===== src/rtl/led_sequencer.sv =====
// LED index sequencer: steps a 4-bit decoder index through one of four patterns.
// Optional LED_SEQ_PAUSE_EN adds an i_Pause input that freezes a running sequence.
module led_sequencer #(
  parameter int CLKS_PER_STEP = 25_000_000
) (
  input  logic       i_Clk,
  input  logic       i_Rst,
  input  logic       i_Start,
  input  logic       i_Stop,
`ifdef LED_SEQ_PAUSE_EN
  input  logic       i_Pause,
`endif
  input  logic [1:0] i_Mode,
  output logic [3:0] o_LED_Value,
  output logic       o_Busy,
  output logic       o_Step,
  output logic       o_Done
);

  localparam int CNT_W = (CLKS_PER_STEP > 2) ? $clog2(CLKS_PER_STEP) : 1;
  localparam logic [CNT_W-1:0] CNT_MAX = CNT_W'(CLKS_PER_STEP - 1);

  localparam logic [1:0] M_UP     = 2'b00;
  localparam logic [1:0] M_DOWN   = 2'b01;
  localparam logic [1:0] M_BOUNCE = 2'b10;
  localparam logic [1:0] M_SWEEP  = 2'b11;

  typedef enum logic {IDLE, RUN} state_t;

  state_t           state, state_n;
  logic [CNT_W-1:0] cnt, cnt_n;
  logic [3:0]       val, val_n, adv_val;
  logic             dir_up, dir_n, adv_dir;
  logic [1:0]       mode, mode_n;
  logic             busy, busy_n;
  logic             step, step_n;
  logic             done, done_n;
  logic             pause;
  logic             last;

`ifdef LED_SEQ_PAUSE_EN
  assign pause = i_Pause;
`else
  assign pause = 1'b0;
`endif

  assign last = (cnt == CNT_MAX);

  always_ff @(posedge i_Clk) begin
    if (i_Rst) begin
      state  <= IDLE;
      cnt    <= '0;
      val    <= 4'h0;
      dir_up <= 1'b1;
      mode   <= M_UP;
      busy   <= 1'b0;
      step   <= 1'b0;
      done   <= 1'b0;
    end else begin
      state  <= state_n;
      cnt    <= cnt_n;
      val    <= val_n;
      dir_up <= dir_n;
      mode   <= mode_n;
      busy   <= busy_n;
      step   <= step_n;
      done   <= done_n;
    end
  end

  // Next position for the latched pattern; bounce turns at the endpoints
  always_comb begin
    adv_val = val + 4'd1;
    adv_dir = dir_up;
    unique case (mode)
      M_DOWN: adv_val = val - 4'd1;
      M_BOUNCE: begin
        if (dir_up) begin
          if (val == 4'hF) begin
            adv_val = 4'hE;
            adv_dir = 1'b0;
          end
        end else if (val == 4'h0) begin
          adv_val = 4'h1;
          adv_dir = 1'b1;
        end else begin
          adv_val = val - 4'd1;
        end
      end
      default: adv_val = val + 4'd1;
    endcase
  end

  always_comb begin
    state_n = state;
    cnt_n   = cnt;
    val_n   = val;
    dir_n   = dir_up;
    mode_n  = mode;
    busy_n  = busy;
    step_n  = 1'b0;
    done_n  = 1'b0;
    unique case (state)
      IDLE: begin
        if (i_Start && !i_Stop) begin
          state_n = RUN;
          busy_n  = 1'b1;
          cnt_n   = '0;
          mode_n  = i_Mode;
          dir_n   = 1'b1;
          val_n   = (i_Mode == M_DOWN) ? 4'hF : 4'h0;
        end
      end
      RUN: begin
        if (i_Stop) begin
          state_n = IDLE;
          busy_n  = 1'b0;
          cnt_n   = '0;
        end else if (!pause) begin
          if (!last) begin
            cnt_n = cnt + 1'b1;
          end else begin
            cnt_n = '0;
            if (mode == M_SWEEP && val == 4'hF) begin
              state_n = IDLE;
              busy_n  = 1'b0;
              done_n  = 1'b1;
            end else begin
              val_n  = adv_val;
              dir_n  = adv_dir;
              step_n = 1'b1;
            end
          end
        end
      end
      default: state_n = IDLE;
    endcase
  end

  assign o_LED_Value = val;
  assign o_Busy      = busy;
  assign o_Step      = step;
  assign o_Done      = done;

endmodule


===== config.mk =====
export PLATFORM = sky130hd
export DESIGN_NAME = led_sequencer
export DESIGN_NICKNAME = d
export VERILOG_FILES = /design/src/rtl/led_sequencer.sv
export SDC_FILE = /design/constraint.sdc
export NUM_CORES = 1
export LEC_CHECK = 0
export CAP_MARGIN = 20
export CORE_ASPECT_RATIO = 0.8
export CORE_UTILIZATION = 53
export CTS_BUF_LIST = sky130_fd_sc_hd__clkbuf_16
export DETAILED_ROUTE_END_ITERATION = 12
export GPL_TIMING_DRIVEN = 0
export HOLD_SLACK_MARGIN = 0.1
export PLACE_DENSITY = 0.71
export SLEW_MARGIN = 5
export SYNTH_ARGS = -nofsm -noshare
export SYNTH_HDL_FRONTEND = slang
export SYNTH_SLANG_ARGS = --single-unit

===== constraint.sdc =====
create_clock -name i_Clk -period 3.1 [get_ports i_Clk]
set_clock_uncertainty 0.15 [all_clocks]
set_input_delay 0.775 -clock i_Clk [delete_from_list [all_inputs] [get_ports i_Clk]]
set_output_delay 0.775 -clock i_Clk [all_outputs]
set_load 0.01 [all_outputs]

# Word level (Yosys, flattened, before mapping)
# Index checks and enable logic that the tools add are counted.
# word_totals
output_inout_bits	7
input_bits	6
regBits	36
# classes
muxes	33
n_addsub	3
eq_ne	13
reduce_logical	9
bitwise	2
# ops
operator	n
2-to-1 mux 25 bit	3
one-hot mux 25 bit (2 select lines)	1
2-to-1 mux 4 bit	8
adder 25 x 1 -> 25 bit, second input constant	1
equality test 25 bit, second input constant	1
2-to-1 mux 1 bit	16
one-hot mux 4 bit (2 select lines)	2
inequality test 2 bit, second input constant	3
inequality test 3 x 2 -> 1 bit, second input constant	2
one-hot mux 1 bit (2 select lines)	3
AND reduction 5 bit	1
adder 4 x 1 -> 4 bit, second input constant	1
equality test 2 x 1 -> 1 bit, second input constant	2
equality test 2 bit, second input constant	2
equality test 4 bit, second input constant	1
zero test 4 bit	1
inequality test 2 x 1 -> 1 bit, second input constant	2
AND reduction 4 bit	1
OR reduction 4 bit	1
subtractor 4 x 1 -> 4 bit, second input constant	1
AND reduction 3 bit	1
logical AND 1 bit	2
inverter 1 bit	2
AND reduction 2 bit	1
zero test 1 bit	1

# Depth between registers and ports, before layout
# logic_depth
word_depth	8
ltp_mapped	8
depth_no_buf	7

# Worst setup path after synthesis
# OpenSTA, ideal clock, no wires.
# synth_path
path_kind	input to register
startpoint	input i_Stop
endpoint	register cnt[18]
t_arrival_ps	2367
path_stages	7
setup_time_ps	71
slack_ps	512
t_required_ps	2879
path_cell_list	nand2b_1 a21o_1 buf_6 or4_1 buf_2 or3_1 a21oi_1
# synth_between
elab_chain_cells	3
elab_cells_between_ends	5
cone_classes	eq/ne (1); mux (2); reduce/logical (2)
# synth_lines
item	line_no	rtl
start: declaration	9	input logic i_Stop,
zero test 1 bit	105	if (i_Start && !i_Stop) begin
logical AND 1 bit	105	
inequality test 2 bit (no source line)	--	
end signal: assignment	61	cnt <= cnt_n;
end: declaration	31	logic [CNT_W-1:0] cnt, cnt_n;
# Several ways; a longest one is shown, not always the timed one.
# A chain may end at the register's enable or synchronous reset.

# Final worst setup path
# layout_path
startpoint	input i_Stop
endpoint	register cnt[20]
# Same word-level chain as after synthesis.

==> metrics.md <==
| Metric | Value |
|---|---|
| HP Start | o_Busy |
| Max Slew Vio Count | 0 |
| RSZ-0062 raised after global routing | no |
| Core outline area | between 3000 and 4000 sq um |
| Initial Utilization | 0.5657 |
| Total CTS buffers | 5 |
| First-pass DRT Iterations | 4 |
| F_max | 349.3 MHz |
| Area Growth Syn to Fin | 17.03% |
| Mapped Area | ~2000 sq um |
| Kind of cell adding the most delay to the critical path | simple AND/OR/NAND/NOR gates |
| DRC violations left | 0 |
| Die Footprint | between 3000 and 4000 sq um |
| IO Pins | 13 |
| Via/cell ratio | around 5.9 |
| Final hold viol count | 0 |
| Ant. Diodes | 0 |
| # hold bufs at CTS | 0 |
| Seq pwr share | 0.421 |
| Site Rows | 19 |
| Final Power | 1.144 mW |
| Max IR drop VDD | 0.0004088 V |
| Minimum clock period after layout | roughly 2900 ps |
| Initial antenna violation count | 0 |
| Die Wd | ~70 um |
| Slew at the pin closest to its max-slew limit | 542.3 ps |
| Register area share after synthesis | 0.3646 |
| Final setup fails | 0 |
| H-tree levels | 2 |
| Worst r2r src | o_LED_Value[0] |
| Worst endpoint required time | between 3000 and 4000 ps |
| Post-route ant nets | 0 |
| 1st-iter DRT viols | between 150 and 200 |
| # nets final | roughly 270 |
| Vias in the first global route | between 1500 and 2000 |
| Final Cycle Share | 0.9236 |
| Asr flop ratio synth | 0 |
| Area leader, netlist | dfxtp_1 |
| Post-detail-place hpwl | a little over 3000 um |
| CP max-delay cell | or4_1 |
| Endpoint of the worst register-to-register path | o_LED_Value[0] |
| Clk pin slew, worst setup/hold paths | around 50 ps |
| Crit end category | register |
| CTS root buffer | clkbuf_16 |
| Global Route Usage Sum | 0.2299 |
| LEAKAGE | roughly 0.76 nW |
| Crit-path cells | clkdlybuf4s50_1 -> nand2b_1 -> a21o_1 -> buf_6 -> or4_1 -> buf_2 -> or3_1 -> a21oi_1 |
| Clock latency at the later pin of the worst-skew pair | between 200 and 300 ps |
| Setup Buffers After CTS | 0 |
| Gpl congestion | between 0.8 and 0.9 |
| CP Class | primary input to register |
| Synth top area share | 0.3646 |
| Crit start category | primary input |
| Final wirelength | around 4200 um |
| Clk sink count | 36 |
| Worst R2R Path Depth | 8 |
| Clock power share | 0.484 |
| Netlist cell types | 45 |
| Clock Path Buffers | 2 |
| Die Y-Extent | 56.63 um |
| Synth Warn # | 0 |
| Syn_area_per_cell | 8.135 sq um |
| Sw frac | 0.2211 |
| Worst hold slack | 343.9 ps |
| Max incr delay on CP | ~480 ps |
| Flops & latches, synth | 36 |
| Comb pwr share | 0.094 |
| Mapped Cells | 243 |
| Hold Path Cell Cnt | 2 |
| Wire per inst | about 14 um |
| Hold crit path type | register to register |
| Grt ovf | 0 |
| Worst Path Max Fanout | 9 |
| # Max-Cap Violations | 0 |
| Vias | about 1800 |
| Dpl cell area | 2150 sq um |
| Internal | 890.8 uW |
| Switch Pwr | roughly 250 uW |
| Worst rel slew slack | 0.6371 |
| First-pass GRT wire length | a little over 7000 um |
| Syn Nets | approximately 260 |
| Largest net degree at the start of global routing | 12 |
| Power density over the cells | 494.3 nW/um^2 |
| CTS tree | done |
| Synth cell count leaders | dfxtp_1 (36), nor2_1 (34), nand2_1 (16), xnor2_1 (16), a21oi_1 (13) |
| Reg2Reg Setup Slack | between 600 and 700 ps |
| Worst path arrival time | about 2900 ps |
| Number of synthesized flops with an enable pin | 0 |
| Hold Path End | o_Busy |
| Count leader, synth | dfxtp_1 |
| Layout cells sized above 1 | 0.04183 |
| Outcome | completed |
| Port bufs | 12 |
| Synth area leaders | dfxtp_1 (36%), xnor2_1 (7.1%), nor2_1 (6.5%), ha_1 (3.8%), a21oi_1 (3.3%) |
| Top FF cell, synth | dfxtp_1 |
| WP buf/inv | 3 |
| Post_cts resized | 0 |
| Design area | roughly 2300 sq um |
==> worst reg2reg max path, stage by stage, from the launching register on <==
cell      delay [ps]
dfxtp_1          320
clkbuf_1         200
inv_1            120
ha_1             230
or4b_2           670
o21ai_0          170
and3_1           160
o21ai_0           90
a221oi_1         260
==> metal layers <==
layer	vias up	GRT usage	wire length (um)
met5	-	0	0
met4	0	0.09429	72
met3	7	0.05206	290
met2	57	0.3061	1601
met1	828	0.3502	2256
li1	919	-	-
==> placed cells by master, fill, tap and decap left out, drive strengths merged, types with 2 or more instances in the layout <==
cell	instances
dfxtp	36
nor2	34
nand2	16
xnor2	16
a21oi	13
inv	13
clkbuf	13
clkdlybuf4s50	12
nor3	11
o21ai	10
nand3	9
nand4	8
and4	6
nor4	6
xor2	6
ha	6
and3	4
a221oi	4
or4	3
or3	3
nand2b	2
a21o	2
a2111o	2
a31oi	2
mux2i	2
o31ai	2
a2111oi	2
buf	2
==> layout make-up <==
class,count,area [sq um]
clock buffer,5,125.1
buffer,10,46.29
multi-input combinational,185,1165
timing repair buffer,12,120.1
inverter,12,45.04
clock inverter,3,38.79
sequential,36,720.7
tap,42,52.55
fill,285,1181
==> power by group through the flow <==
stage | Combinational (mW) | Sequential, mW | Clock [mW]
after floorplan | 0.0699 | 0.492 | 0
after global placement | 0.106 | 0.492 | 0
after detailed placement | 0.106 | 0.492 | 0
after CTS | 0.107 | 0.482 | 0.566
after global routing | 0.119 | 0.483 | 0.582
final | 0.108 | 0.482 | 0.554
==> registers in the layout, summed over array words and instances, names as in the netlist <==
name,cells
state,1
dir_up,1
cnt,25
o_LED_Value,4
o_Done,1
o_Busy,1
o_Step,1
mode,2
==> metrics by stage <==
step | worst slack (ps) | instances | utilization | TNS, ps
after global placement | -26.46 | 297 | 0.6151 | -50.82
after floorplan | 512.4 | 243 | - | 0
after detailed placement | -33.43 | 297 | 0.6151 | -76.93
after CTS | 245.0 | 305 | 0.6620 | 0
after global routing | 95.26 | 305 | 0.6620 | 0
final | 237.0 | 305 | 0.6620 | 0
==> worst max-delay path by stage <==
stage                 from      end  slack (ps)  cells past startpoint
floorplan           i_Stop  cnt[18]         510                      7
global placement    i_Stop  cnt[20]         -30                      8
detailed placement  i_Stop  cnt[20]         -30                      8
CTS                 i_Stop  cnt[20]         240                      8
global route        i_Stop  cnt[18]         100                      8
finish              i_Stop  cnt[20]         240                      8
==> cell families after synthesis <==
group | after synthesis | synth area share
AND/OR/NAND/NOR | 112 | 0.2994
AO/OA/AOI/OAI | 43 | 0.1443
flip-flops | 36 | 0.3646
XOR/XNOR | 22 | 0.09747
buffers and inverters | 22 | 0.04620
adder cells (fa/ha/maj) | 6 | 0.03797
multiplexers | 2 | 0.01013
Note: power is estimated with default switching activity, not from simulation.
